<file path="src/rtl/pwm_peripheral.sv">
// 16-pin output stage: each pin is static low, static high, or a shared 8-bit PWM
// waveform whose duty is captured once per period so a period is never torn.
module pwm_peripheral #(
  parameter int CLK_DIV = 13
) (
  input  logic        clk,
  input  logic        rst_n,
  input  logic [7:0]  en_reg_out_7_0,
  input  logic [7:0]  en_reg_out_15_8,
  input  logic [7:0]  en_reg_pwm_7_0,
  input  logic [7:0]  en_reg_pwm_15_8,
  input  logic [7:0]  pwm_duty_cycle,
  output logic [15:0] out,
  output logic        period_start
);

  localparam int PW = (CLK_DIV > 1) ? $clog2(CLK_DIV) : 1;
  localparam logic [PW-1:0] PRESC_LAST = PW'(CLK_DIV - 1);
  localparam logic [7:0]    CNT_LAST   = 8'd254;

  logic [PW-1:0] presc_q, presc_d;
  logic [7:0]    cnt_q, cnt_d;
  logic [7:0]    duty_q, duty_d;
  logic [15:0]   out_q, out_d;
  logic          period_start_q, period_start_d;

  logic          tick;
  logic          start;
  logic [7:0]    duty_eff;
  logic          pwm;
  logic [15:0]   en_out;
  logic [15:0]   en_pwm;

  assign en_out = {en_reg_out_15_8, en_reg_out_7_0};
  assign en_pwm = {en_reg_pwm_15_8, en_reg_pwm_7_0};

  // The start cycle already uses the live duty, so an update landing exactly
  // on the period boundary affects the very first step of that period.
  always_comb begin
    tick           = (presc_q == PRESC_LAST);
    start          = (presc_q == '0) && (cnt_q == 8'd0);
    presc_d        = tick ? '0 : presc_q + PW'(1);
    cnt_d          = cnt_q;
    if (tick) begin
      cnt_d = (cnt_q == CNT_LAST) ? 8'd0 : cnt_q + 8'd1;
    end
    duty_eff       = start ? pwm_duty_cycle : duty_q;
    duty_d         = duty_eff;
    pwm            = (duty_eff == 8'hFF) ? 1'b1 : (cnt_q < duty_eff);
    out_d          = en_out & (~en_pwm | {16{pwm}});
    period_start_d = start;
  end

  always_ff @(posedge clk or negedge rst_n) begin
    if (!rst_n) begin
      presc_q        <= '0;
      cnt_q          <= 8'd0;
      duty_q         <= 8'd0;
      out_q          <= 16'h0000;
      period_start_q <= 1'b0;
    end else begin
      presc_q        <= presc_d;
      cnt_q          <= cnt_d;
      duty_q         <= duty_d;
      out_q          <= out_d;
      period_start_q <= period_start_d;
    end
  end

  assign out          = out_q;
  assign period_start = period_start_q;

endmodule

</file>
<file path="config.mk">
export PLATFORM = sky130hd
export DESIGN_NAME = pwm_peripheral
export DESIGN_NICKNAME = d
export VERILOG_FILES = /design/src/rtl/pwm_peripheral.sv
export SDC_FILE = /design/constraint.sdc
export NUM_CORES = 1
export LEC_CHECK = 0
export CAP_MARGIN = 5
export CELL_PAD_IN_SITES_DETAIL_PLACEMENT = 1
export CELL_PAD_IN_SITES_GLOBAL_PLACEMENT = 2
export CORE_ASPECT_RATIO = 0.75
export CORE_MARGIN = 3
export CORE_UTILIZATION = 26
export CTS_CLUSTER_DIAMETER = 40
export DETAILED_ROUTE_END_ITERATION = 10
export GPL_ROUTABILITY_DRIVEN = 1
export PLACE_DENSITY_LB_ADDON = 0.1
export SLEW_MARGIN = 30
export SYNTH_ARGS = -nofsm -noshare
export SYNTH_HDL_FRONTEND = slang
export SYNTH_SLANG_ARGS = --single-unit
</file>
<file path="constraint.sdc">
create_clock -name clk -period 3 [get_ports clk]
set_input_delay 0.75 -clock clk [delete_from_list [all_inputs] [get_ports clk]]
set_output_delay 0.75 -clock clk [all_outputs]
set_load 0.02 [all_outputs]
</file>
# Word level (Yosys, flattened, before mapping)
# Index checks and enable logic that the tools add are counted.
# W data, S select, Z words.
# word_totals
reg_bits	37
inputBits	42
out_inout_bits	17
wordCells	21
# op_classes
add_sub_neg	2
magnitude_cmp	1
eq_ne	3
mux	4
bitwise	3
reduce_logical	3
# op_table
op	count
$and A16 B16 Y16	1
$eq A8 B8 Y1 const B	2
$mux W8	2
$not A16 Y16	1
$or A16 B16 Y16	1
$add A8 B1 Y8 const B	1
$logic_not A8 Y1	1
$lt A8 B8 Y1	1
$add A4 B1 Y4 const B	1
$eq A4 B4 Y1 const B	1
$logic_not A4 Y1	1
$mux W4	1
$logic_and A1 B1 Y1	1
$mux W1	1

# Logic depth before layout (Yosys ltp)
# Gate-level depths: netlist (run 1).
# depth
word_depth	7
depth_mapped	14
mapped_depth_nobuf	12

# Worst setup path before layout (run 1)
# OpenSTA, ideal clock, no wires.
# synth_timing
kind	register to register
startpoint	register cnt_q[0]
endpoint	register out_q[10] (netlist: out[10])
setup_ps	81
arrival_ps	2955
required_time_ps	2919
path_slack_ps	-36
path_stages_with_launch	15
path_buffers	2
period_less_slack_ps	3036
cell_sequence	dfrtp_1 > inv_1 > ha_1 > nor4b_4 > nand3_1 > buf_2 > mux2_1 > inv_1 > ha_1 > a21o_1 > a21o_1 > a221oi_2 > o31ai_4 > buf_6 > a31oi_2
# synth_between
elab_chain_cells	7
elab_cells_between_ends	8
cone_classes	order compare: 1; eq/ne: 1; mux: 2; bitwise: 2; reduce/logical: 2
# synth_rtl
element	line_no	text
start: declaration	22	logic [7:0] cnt_q, cnt_d;
start signal: assignment	63	cnt_q <= cnt_d;
$logic_not A8 Y1 (*)	41	start = (presc_q == '0) && (cnt_q == 8'd0);
$logic_and A1 B1 Y1 (*)	41	
$mux W8 (*)	47	duty_eff = start ? pwm_duty_cycle : duty_q;
named net duty_d[5]	23	logic [7:0] duty_q, duty_d;
$lt A8 B8 Y1 / $eq A8 B8 Y1 (equally long branches)	49	pwm = (duty_eff == 8'hFF) ? 1'b1 : (cnt_q < duty_eff);
$mux W1 (*)	49	
$or A16 B16 Y16 (*)	50	out_d = en_out & (~en_pwm | {16{pwm}});
$and A16 B16 Y16 (*)	50	
named net out_d[10]	24	logic [15:0] out_q, out_d;
end signal: assignment	65	out_q <= out_d;
end: declaration	24	
# The timed path passes the listed nets; every way through them passes the cells marked *.
# A chain may end at the register's enable or synchronous reset.

# Worst setup path in the final report (run 1)
# layout_timing
startpoint	register cnt_q[1]
endpoint	register out_q[3] (netlist: out[3])
# Same word-level chain as after synthesis.

==> results of run 1 <==
-- cells by family after synthesis --
logic type / share of synthesized area
AO/OA/AOI/OAI: 0.195
XOR/XNOR: 0.0182
adder cells (fa/ha/maj): 0.0714
buffers and inverters: 0.0766
flip-flops: 0.481
multiplexers: 0.0448
AND/OR/NAND/NOR: 0.114
-- placed cells by master, fill, tap and decap left out, types with 7 or more instances in the layout --
cell	netlist	routed
clkdlybuf4s50_1	0	57
dfrtp_1	37	37
buf_4	0	32
inv_1	28	22
a31oi_4	0	13
nor2_1	11	10
nand2_1	9	9
nand4_1	7	7
-- timing repair --
action / CTS / global route
resized for setup: 21 / 26
setup buffers: 6 / 4
pin swaps: 15 / 18
setup endpoints to repair: 16 / 16
-- state kept, by name, summed over array words and instances (netlist names) --
name	count
period_start	1
out	16
presc_q	4
duty_q	8
cnt_q	8
-- power breakdown --
group	internal, mW	switching, mW	leakage (nW)
sequential	0.515	0.00812	0.441
clock	0.271	0.196	0.0574
combinational	0.0952	0.0686	0.863
-- routing by layer --
metal  vias to the layer above  global-route usage  part of all wire
met5                         -                   0                 0
met1                       810               0.191              0.47
met2                        33               0.218              0.48
met4                         0              0.0354            0.0088
met3                         6              0.0345             0.043
li1                        801                   -                 -
-- worst max-delay path: stages (launching register included) --
cell and delay (ns):
dfrtp_1 0.39, inv_2 0.08, ha_4 0.12, nor4b_4 0.25, nand3_1 0.14, buf_6 0.15, mux2_4 0.31, inv_2 0.07
ha_4 0.19, a21o_1 0.15, a21o_1 0.22, a221oi_4 0.35, o31ai_4 0.13, buf_6 0.19, a31oi_4 0.14
-- final timing paths --
check / to / slack, ns / depth (start not counted)
max in group asynchronous: out[1]$_DFF_PN0_ / 2.24 / 1
hold reg to reg: duty_q[3]$_DFF_PN0_ / 0.54 / 1
setup reg to reg: out[3]$_DFF_PN0_ / 0.03 / 14
setup / recovery: out[3]$_DFF_PN0_ / 0.03 / 14
hold / removal: cnt_q[7]$_DFFE_PN0N_ / 0.40 / 1
min in group clk: duty_q[3]$_DFF_PN0_ / 0.54 / 1
-- metrics by stage --
stage	setup TNS, ns	cells	util
2_1_floorplan	0	175	-
3_3_place_gp	-4.28	350	0.395
3_5_place_dp	-6.10	350	0.395
4_1_cts	0	364	0.435
5_1_grt	-1.14	368	0.464
6_report	0	368	0.464
-- layout make-up --
cell class	instances	area, um2
fillers	761	3750
multi-input cells	105	1120
flip-flops and latches	37	926
repair buffers	92	845
well taps	98	123
inverters	28	105
clock buffers	6	82.6
clock inverters	2	37.5
==> out/qor.yml, run 1 <==
min_path_type: "primary input to async pin"
yosysSeqAreaShare: 0.481
finalSetupViolations: 0
globalplace.congestion: 0.818
wl_per_cell_um: 15.8
synth_area_leaders: "dfrtp_1 (48%), ha_1 (7.1%), a31oi_2 (6.5%)"
grt_max_degree: 38
ir_worst_vdd_v: 0.000175
rsz0062_at_grt: "yes"
synth_fp_nets: 228
period_share: 0.989
clock-root-buffer: "clkbuf_8"
synth_most_common_cell: "dfrtp_1"
cts_tree: "done"
grt_first_pass_wirelength_um: 9300
fp.dieArea_mm2: 0.00849
synth_largest_area_cell: "dfrtp_1"
avgSynthCellArea_um2: 11.0
worstPathMaxFanout: 8
overflow: 0
grt_usage: 0.139
drtPass1Iterations: 4
n_antenna_cell: 0
p_per_area_mw_per_mm2: 356
die_y_um: 80.6
synth.yosys.warnings: 0
wl_um: 5820
whs_ns: 0.404
postRouteAntennaNets: 0
path_class: "register to register"
worstMarginPinSlew_ns: 1.06
drc: 0
nets: 322
synth_common_cells: "dfrtp_1 (37), inv_1 (28), ha_1 (11), nor2_1 (11), a31oi_2 (10)"
required_ns: 3.22
vias: 1650
ys_ff_latch: 37
outcome: "finished clean"
hold_viol: 0
ios: 59
rows: 26
antenna_found_initial: 0
synth_cells: 175
dpl.hpwl_um: 4300
place.port_buffers: 58
stdcell_area_mm2: 0.00324
clock-sinks: 37
synth_edf_count: 0
coreArea_mm2: 0.00699
end_kind: "register"
synth_cell_type_count: 35
drtIter0Drc: 55
syn_area_mm2: 0.00193
startpoint: "cnt_q[1]$_DFFE_PN0N_"
place_area_mm2: 0.00276
dpl_worst_slack_ns: -0.409
rr_startpoint: "cnt_q[1]$_DFFE_PN0N_"
period_needed_ns: 2.97
hold_buffers: 0
clock_path_buffers: 2
drv_slew: 0
fin_skew_ns: 0.00563
power_mw: 1.15
cap_violations: 0
clk_pin_slew_ns: 0.08
crit_arrival_ns: 3.18
initial_utilization: 0.275
grt_pass1_vias: 1819
worst_slack_ns: 0.0320
relSlewSlack: 0.294
cellLeakagePower_nw: 1.36
max_freq_mhz: 337
drive_above_1_share: 0.337
numCtsBuffers: 5
yosysTopAreaCellShare: 0.481
htree_num_levels: 2
critPathLaunchType: "register"
fp.dieW_um: 105
via_per_inst: 4.48
synth_async_sr_flop_share: 1.00
area_delta_synth_final_pct: 68.2
synthFlopType: "dfrtp_1"
clk_latency_ns: 0.29
Power figures use the tool's default switching activity.
==> inputs of run 2 (changes only) <==
CORE_ASPECT_RATIO = 0.9   (was 0.75)
==> out/qor.yml, run 2 (synthesis gave the netlist of run 1 again) <==
outcome: "finished clean"
coreArea_mm2: 0.00711  # +1.7%
whs_ns: 0.420  # +0.0165 ns
cellLeakagePower_nw: 1.35  # -0.52%
via_per_inst: 4.65  # +3.8%
cts_tree: "done"
hold_viol: 0  # unchanged
drc: 0  # unchanged
grt_first_pass_wirelength_um: 9200  # -1.0%
clock_path_buffers: 2  # unchanged
placed_cells: 343  # -2.0%
rr_startpoint: "presc_q[0]$_DFF_PN0_"
worstPathMaxFanout: 6  # -2
antenna_found_initial: 0  # unchanged
end_kind: "register"
fin_skew_ns: 0.0128  # +0.00720 ns
globalplace.congestion: 0.781  # -4.5%
worstPathCellList: "inv_2, ha_4, nor4b_4, nand3_1, buf_6, buf_6, mux2_4, inv_2, ha_4, nor2_2, a21oi_2, o2111ai_4, o31ai_4, buf_6, a31oi_1"
crit_top_cell: "buf_6"
r2r_slack_ns: 0.01  # -0.02 ns
p_per_area_mw_per_mm2: 360  # +1.2%
clock-root-buffer: "clkbuf_8"
critPathLaunchType: "register"
wl_um: 5760  # -0.95%
numCtsBuffers: 5  # unchanged
clk_pin_slew_ns: 0.08  # about the same
p_int_uw: 875  # -0.62%
ios: 59  # unchanged
finalSetupViolations: 0  # unchanged
clk_latency_ns: 0.29  # about the same
fp.dieW_um: 96.7  # -8.2%
slowest_delay_ns: 0.41  # +0.02 ns
final_cells: 362  # -1.6%
seq_power_share: 0.461  # +0.008
die_y_um: 87.7  # +8.8%
period_share: 0.996  # +0.00710
critPathTopFamily: "compound AO/OA/AOI/OAI gates"
grt_pass1_vias: 1899  # +4.4%
dpl.hpwl_um: 4150  # -3.4%
period_needed_ns: 2.99  # +0.0213 ns
combinationalPowerShare: 0.135  # -0.007
wl_per_cell_um: 15.9  # +0.70%
cp.buffers_inverters: 5  # +1
nets: 321  # -0.31%
slowest_stage: "dfrtp_1"
htree_num_levels: 2  # unchanged
switching_share: 0.228  # -0.00845
grt_usage: 0.137  # -0.00228
drtIter0Drc: 24  # -56%
cap_violations: 0  # unchanged
overflow: 0  # unchanged
n_antenna_cell: 0  # unchanged
fp.dieArea_mm2: 0.00848  # -0.11%
rsz0062_at_grt: "yes"
ir_worst_vdd_v: 0.000166  # -4.9%
grt_max_degree: 38  # unchanged
rr_endpoint: "out[0]$_DFF_PN0_"
postRouteAntennaNets: 0  # unchanged
drv_slew: 0  # unchanged
clkPwrFrac: 0.403  # -0.002
max_freq_mhz: 335  # -0.71%
relSlewSlack: 0.542  # +0.249
largest_reg_flops: 16  # unchanged
required_ns: 3.15  # -0.07 ns
drtPass1Iterations: 4  # unchanged
reg2regPathDepth: 15  # +1
vias: 1684  # +2.1%
fillerInstances: 788  # +3.5%
p_sw_uw: 259  # -5.2%
place.port_buffers: 58  # unchanged
min_path_type: "primary input to async pin"
mostFrequentLayoutCell: "clkdlybuf4s50_1"
layout_common_cells: "clkdlybuf4s50_1 (57), dfrtp_1 (37), buf_4 (28)"
worstMarginPinSlew_ns: 0.684  # -0.372 ns
crit_arrival_ns: 3.14  # -0.04 ns
initial_utilization: 0.271  # -0.00456
clock-sinks: 37  # unchanged
area_delta_synth_final_pct: 63.4
rows: 29  # +12%
drive_above_1_share: 0.316  # -0.0211
path_class: "register to register"
==> run 2: changes by cell type in the layout (fill, tap and decap cells not counted), sizes merged <==
cell,change
buf,-1
==> run 2: worst max-delay path by stage <==
stage                          from                 to  slack (ns)  depth (start not counted)
3_3_place_gp   presc_q[0]$_DFF_PN0_   out[4]$_DFF_PN0_       -0.29                         12
3_5_place_dp   presc_q[0]$_DFF_PN0_   out[2]$_DFF_PN0_       -0.44                         13
6_report       presc_q[0]$_DFF_PN0_   out[0]$_DFF_PN0_        0.01                         15
2_1_floorplan  cnt_q[0]$_DFFE_PN0N_  out[10]$_DFF_PN0_       0.006                         14
4_1_cts        presc_q[0]$_DFF_PN0_  out[13]$_DFF_PN0_        0.01                         14
5_1_grt        presc_q[0]$_DFF_PN0_   out[8]$_DFF_PN0_       -0.11                         15
==> run 2: cell type report <==
cell class | instances | area, um2 | share of cell area
Clock buffer | 6 | 82.6 | 0.0262
Clock inverter | 2 | 37.5 | 0.0119
Inverter | 28 | 105 | 0.0334
Multi-Input combinational cell | 105 | 1030 | 0.328
Sequential cell | 37 | 926 | 0.294
Tap cell | 93 | 116 | 0.0370
Timing Repair Buffer | 91 | 848 | 0.269
==> run 2: stage by stage <==
stage               total power, mW   util  TNS, ns  instance area [um2]  worst slack [ns]
floorplan                     0.573      -        0                 1930           0.00626
global placement              0.668  0.385    -4.52                 2740            -0.290
detailed placement            0.672  0.385    -5.99                 2740            -0.436
CTS                            1.14  0.420        0                 2990            0.0116
global route                   1.18  0.443    -1.47                 3150            -0.108
finish                         1.13  0.443        0                 3150            0.0107
==> run 2: metal layers <==
metal | vias to the layer above | track usage | wire (um)
li1 | 795 | - | -
met1 | 845 | 0.162 | 2490
met2 | 36 | 0.245 | 2970
met3 | 8 | 0.0382 | 231
met4 | 0 | 0.0383 | 65
met5 | - | 0 | 0
==> run 2: power by group through the flow <==
| stage | sequential, mW | combinational (mW) | clock [mW] |
|---|---|---|---|
| final | 0.523 | 0.153 | 0.457 |
| after global routing | 0.525 | 0.166 | 0.492 |
| after global placement | 0.531 | 0.137 | 0 |
| after detailed placement | 0.532 | 0.140 | 0 |
| after CTS | 0.522 | 0.145 | 0.470 |
| after floorplan | 0.545 | 0.0276 | 0 |
==> run 2: timing repair <==
item / CTS / global route
setup buffers: 7 / 3
gates cloned: 1 / 0
hold buffers: 0 / 0
pin swaps: 7 / 11
resized for setup: 16 / 23
endpoints found under the setup margin: 16 / 16
==> inputs of run 3 (changes only) <==
--- a/constraint.sdc
+++ b/constraint.sdc
@@ -3,2 +3,2 @@
 set_output_delay 0.75 -clock clk [all_outputs]
-set_load 0.02 [all_outputs]
+set_load 0.01 [all_outputs]
==> results of run 3 <==
Same layout as run 2 (identical final DEF). Status: finished clean.
Among the figures that moved: total power 1.13 mW -> 1.12 mW
==> RTL edit 1: new RTL, flow settings as in run 2 <==
Register the output `out` once more, with the module's reset; this adds one clock of latency there. The other outputs are not delayed to match.
--- a/src/rtl/pwm_peripheral.sv
+++ b/src/rtl/pwm_peripheral.sv
@@ -67,7 +67,13 @@
     end
   end
 
-  assign out          = out_q;
+  always_ff @(posedge clk or negedge rst_n) begin
+    if (!rst_n) begin
+      out <= '0;
+    end else begin
+      out <= out_q;
+    end
+  end
   assign period_start = period_start_q;
 
 endmodule
Behaviour: not the same (a bounded check fails within 4 cycles, from zero or initial values and one cycle with rst_n low).
==> RTL edit 1 against run 2 <==
- first-iteration DRC count grew 63%
- cell count rose by 10%
- sequential cell count rose by 16
- critical path type unchanged
- total power is 18% higher
- setup slack better by 67 ps
- cell area up 12%
- area after synthesis grew 21%
- wire length up 6.3%
- largest power group unchanged
==> RTL edit 1: results (changes against run 2) <==
IO Port Bufs -> 58 (unchanged)
Post-synth ARST share -> 1.000 (unchanged)
Post-CTS Hold Buffers -> 0 (unchanged)
DRT Pass-1 Iters -> 4 (unchanged)
HPWL Detailed -> 4.394 mm (was 4.153 mm)
clk buf depth -> 2 (unchanged)
worst hold margin -> 356.0 ps (was 420.4 ps)
Seq/Total Area, Yosys -> 0.5699 (was 0.4805)
reg2reg setup slack -> 80 ps (was 10 ps)
Hold Path Class -> reg2reg (was in2async)
Cells after Synth -> 191 (was 175)
clock share of power -> 0.319 (was 0.403)
CP max stage cell -> dfrtp_1 (unchanged)
CP peak stage delay -> 400 ps
final cell count without fillers -> 400 (was 362)
largest net degree at the start of global routing -> 31 (was 38)
share of cells above drive strength 1 -> 0.2847 (was 0.3160)
hold_sp -> out_q[8]$_DFF_PN0_
worst-skew pair later-pin latency -> 310 ps (was 290 ps)
synth unique cells -> 35 (unchanged)
P_int -> 1003 uW (was 875.1 uW)
Sequential Power Share -> 0.562 (was 0.461)
crit-path max FO -> 8 (was 6)
Main synth FF type -> dfrtp_1 (unchanged)
Max transition margin -> 0.4593 (was 0.5425)
grt met1 use -> 0.1642 (was 0.1622)
top cells by count, synth -> 53 x dfrtp_1, 28 x inv_1, 11 x ha_1, 11 x nor2_1, 10 x a31oi_2 (was 37 x dfrtp_1, 28 x inv_1, 11 x ha_1, 11 x nor2_1, 10 x a31oi_2)
R2R depth -> 15 (unchanged)
run status -> finished, final reports clean (unchanged)
WHS Path Cells -> 0
CTS root buf -> clkbuf_8 (unchanged)
Sw Share -> 0.2503 (was 0.2280)
post-DR vias/cell -> 4.345 (was 4.652)
met2 Use GR -> 0.1868 (was 0.2450)
yosys synthesis warning count -> 0 (unchanged)
DRT Wirelength -> 6.120 mm (was 5.760 mm)
pre-CTS setup slack -> -84.84 ps (was -436.2 ps)
Area contributors post-synth -> dfrtp_1 57%, ha_1 5.9%, a31oi_2 5.4%, inv_1 4.5%, nor4b_4 2.0% (was dfrtp_1 48%, ha_1 7.1%, a31oi_2 6.5%, inv_1 5.5%, nor4b_4 2.5%)
# nets final -> 333 (was 321)
vias in the first global route -> 1882 (was 1899)
Clock Skews -> 9.636 ps (was 12.83 ps)
CTS buffer count -> 5 (unchanged)
global placement routability congestion -> 0.7640 (was 0.7813)
register clock-pin slew on the reported worst setup and hold paths -> 100 ps (was 80 ps)
worst vdd ir -> 0.1894 mV (was 0.1664 mV)
Tot GR Track Use -> 0.1229 (was 0.1365)
Pleak -> 0.001522 uW (was 0.001354 uW)
DRT iter0 DRCs -> 39 (was 24)
grt met3 use -> 0.04896 (was 0.03822)
worst min-delay path endpoint -> out[8]$_DFF_PN0_
initial antenna violation count -> 0 (unchanged)
reg2reg end -> out_q[2]$_DFF_PN0_ (was out[0]$_DFF_PN0_)
ANT cells -> 0 (unchanged)
placed instance area -> 3199 um^2 (was 2741 um^2)
Arr. time, crit path -> 3090 ps (was 3140 ps)
total nets after synthesis -> 244 (was 228)
Placed Cells incl. Taps -> 385 (was 343)
first-pass GRT wire length -> 9.673 mm (was 9.204 mm)
-- RTL edit 1: worst max-delay path by stage --
stage                    startpoint             endpoint  slack [ps]
6_report       presc_q[0]$_DFF_PN0_   out_q[2]$_DFF_PN0_          80
5_1_grt        cnt_q[0]$_DFFE_PN0N_   out_q[2]$_DFF_PN0_         -70
4_1_cts        presc_q[1]$_DFF_PN0_   out_q[1]$_DFF_PN0_          -2
3_5_place_dp      pwm_duty_cycle[5]   out_q[1]$_DFF_PN0_         -80
3_3_place_gp      pwm_duty_cycle[5]   out_q[2]$_DFF_PN0_         -40
2_1_floorplan  cnt_q[0]$_DFFE_PN0N_  out_q[10]$_DFF_PN0_           6
-- RTL edit 1: area by class of cell --
cell class	instances	area, um^2
inverter	28	105.1
clock inverter	3	26.28
tap	119	148.9
fill	965	5121
timing repair buffer	87	843.3
multi-input combinational	105	1008
clock buffer	5	68.82
sequential	53	1326
-- RTL edit 1: cells by family after synthesis --
group / count (synthesis) / synth area share
DFF: 53 / 0.5699
AOI/OAI and AO/OA: 44 / 0.1613
and+or+nand+nor: 38 / 0.09409
buffers and inverters: 33 / 0.06344
adders and majority gates: 11 / 0.05914
muxes: 8 / 0.03710
xor gates and xnor gates: 4 / 0.01506
-- RTL edit 1: repair_timing --
item,in CTS,in global routing
cloned,0,1
buffers inserted,1,5
setup endpoints to repair,16,16
pin swaps,0,8
gates resized for setup,3,29
-- RTL edit 1: worst max-delay path, delay by kind of cell (launching register included) --
family	cells	cell delay [ps]
buf+inv	5	700
compound gates	4	680
simple gates	3	450
flops	1	400
mux	1	310
fa+ha+maj	2	270
-- RTL edit 1: per-layer routing --
layer  up-vias  part of all wire
met5         -                 0
met4         0             0.010
met3         6             0.078
met2        45              0.44
met1       845              0.47
li1        842                 -
==> RTL edit 2: new RTL, flow settings as in run 2 <==
Without the edit above. `CLK_DIV`: 13 -> 14.
--- a/src/rtl/pwm_peripheral.sv
+++ b/src/rtl/pwm_peripheral.sv
@@ -1,7 +1,7 @@
 // 16-pin output stage: each pin is static low, static high, or a shared 8-bit PWM
 // waveform whose duty is captured once per period so a period is never torn.
 module pwm_peripheral #(
-  parameter int CLK_DIV = 13
+  parameter int CLK_DIV = 14
 ) (
   input  logic        clk,
   input  logic        rst_n,
Formal check against the unedited RTL: same outputs for any inputs over 10 cycles, from zero or initial values and one cycle with rst_n low; that may be too few to reach the edited logic, so the function may still have changed.
==> RTL edit 2 against run 2 <==
- the run now ends with negative setup slack left
- count of clock-buffer cells in the layout increased by 1
- cell area decreased by 11%
- sequential cell count unchanged
- largest cell class is now registers
- area after synthesis decreased by 5.6%
- wire length decreased by 2.1%
- clock power decreased by 23%
- total power decreased by 10%
- global-route usage increased by 0.88 points
- setup slack got worse by 42 ps
==> RTL edit 2: results (changes against run 2) <==
reg2reg end -> out[12]$_DFF_PN0_ (was out[0]$_DFF_PN0_)
clk buf depth -> 2 (unchanged)
final worst slack -> -31.50 ps (was 10.67 ps)
worst vdd ir -> 0.1719 mV (was 0.1664 mV)
worst hold margin -> 426.3 ps (was 420.4 ps)
number of flip-flops in the largest register -> 16 (unchanged)
Post-synth ARST share -> 1.000 (unchanged)
Area contributors post-synth -> dfrtp_1 51%, ha_1 6.2%, inv_1 5.6%, a31oi_1 5.5%, o21ai_0 3.9% (was dfrtp_1 48%, ha_1 7.1%, a31oi_2 6.5%, inv_1 5.5%, nor4b_4 2.5%)
crit-path max FO -> 8 (was 6)
largest net degree at the start of global routing -> 38 (unchanged)
Placed Cells incl. Taps -> 330 (was 343)
register clock-pin slew on the reported worst setup and hold paths -> 80 ps (about the same)
synth unique cells -> 35 (unchanged)
Hold Path Class -> in2async (unchanged)
global placement routability congestion -> 0.7594 (was 0.7813)
# nets final -> 305 (was 321)
Arr. time, crit path -> 3230 ps (was 3140 ps)
# H-tree levels -> 2 (unchanged)
post-DR vias/cell -> 4.759 (was 4.652)
Tot GR Track Use -> 0.1453 (was 0.1365)
final setup fails -> 8 (was 0)
Clock Skews -> 7.659 ps (was 12.83 ps)
worst-skew pair later-pin latency -> 280 ps
Pleak -> 0.001237 uW (was 0.001354 uW)
Psw -> 236.9 uW (was 258.5 uW)
total nets after synthesis -> 223 (was 228)
Seq/Total Area, Yosys -> 0.5093 (was 0.4805)
DRT iter0 DRCs -> 52 (was 24)
failing checks -> negative setup slack
first-pass GRT wire length -> 8.997 mm (was 9.204 mm)
R2R depth -> 12 (was 15)
final cell count without fillers -> 344 (was 362)
CTS buffer count -> 5 (unchanged)
Worst-Margin Slew -> 759.8 ps (was 683.7 ps)
pre-CTS setup slack -> -180.5 ps (was -436.2 ps)
CTS root buf -> clkbuf_8 (unchanged)
top cells by count, synth -> 37 x dfrtp_1, 27 x inv_1, 16 x a31oi_1, 14 x o21ai_0, 12 x nand2_1 (was 37 x dfrtp_1, 28 x inv_1, 11 x ha_1, 11 x nor2_1, 10 x a31oi_2)
final-layout fill cell count -> 744 (was 788)
syn avg cell area -> 10.57 um^2 (was 11.01 um^2)
origin of the critical flop-to-flop path -> cnt_q[1]$_DFFE_PN0N_ (was presc_q[0]$_DFF_PN0_)
vias in the first global route -> 1727 (was 1899)
sum of negative setup slack -> -146.0 ps (was 0 ps)
share of cells above drive strength 1 -> 0.2126 (was 0.3160)
run status -> finished, violations left (was finished, final reports clean)
DRT Wirelength -> 5.637 mm (was 5.760 mm)
HPWL Detailed -> 4.012 mm (was 4.153 mm)
RTL edit 2: changes by cell type after synthesis, sizes merged, moves of 3 or more:
cell / before / now
a21oi: 7 / 2
o21ai: 8 / 15
xnor2: 3 / 0
nor2: 11 / 5
nand2: 9 / 12
a21o: 3 / 0
RTL edit 2: per-layer routing:
layer	GRT usage	vias to the layer above	wire, um
met4	0.02756	0	0
met3	0.03812	0	306
met2	0.2577	36	3074
met5	0	-	0
met1	0.1777	826	2256
li1	-	775	-
RTL edit 2: kinds of logic after synthesis:
family                     synth area share
and+or+nand+nor                      0.1459
buffers and inverters               0.07639
DFF                                  0.5093
AOI/OAI and AO/OA                    0.1418
muxes                               0.05850
adders and majority gates           0.06814
RTL edit 2: critical path, stage by stage, from the launching register on:
cell and delay, ps:
dfrtp_2 410, inv_2 80, ha_4 120, nor4b_4 260, nand3_4 130, inv_4 100
mux2_4 320, inv_4 60, ha_4 180, o221a_1 250, maj3_2 350, a221o_2 510
a31oi_2 180
RTL edit 2: power by group through the flow:
stage | logic [uW] | registers (uW) | clock network, uW
floorplan | 25.9 | 545 | 0
global placement | 133 | 531 | 0
detailed placement | 137 | 531 | 0
CTS | 140 | 522 | 369
global route | 152 | 524 | 390
finish | 140 | 521 | 354
RTL edit 2: how the worst max path moves through the flow:
stage	start	endpoint	slack, ps
4_1_cts	cnt_q[1]$_DFFE_PN0N_	out[6]$_DFF_PN0_	-60
3_5_place_dp	pwm_duty_cycle[1]	out[2]$_DFF_PN0_	-180
3_3_place_gp	pwm_duty_cycle[1]	out[2]$_DFF_PN0_	-110
5_1_grt	cnt_q[1]$_DFFE_PN0N_	out[12]$_DFF_PN0_	-180
2_1_floorplan	cnt_q[1]$_DFFE_PN0N_	out[10]$_DFF_PN0_	-8
6_report	cnt_q[1]$_DFFE_PN0N_	out[12]$_DFF_PN0_	-30
RTL edit 2: final cells by class:
cell class	count	area, um^2	area share
flip-flops and latches	37	927.1	0.3308
multi-input cells	104	838.3	0.2991
repair buffers	78	728.2	0.2598
well taps	90	112.6	0.04018
inverters	28	110.1	0.03929
clock buffers	7	86.33	0.03080
RTL edit 2: metrics by stage:
step	total power, uW	cell area, um^2
global route	1066	2803
finish	1016	2803
CTS	1031	2764
detailed placement	668.6	2604
floorplan	570.9	1838
global placement	663.3	2600
RTL edit 2: repair_timing:
action / in CTS / in global routing
gates resized for setup: 4 / 5
buffers inserted: 5 / 1
setup endpoints to repair: 16 / 16
hold endpoints to repair: 0 / 0
pin swaps: 12 / 6
gates cloned: 1 / 0
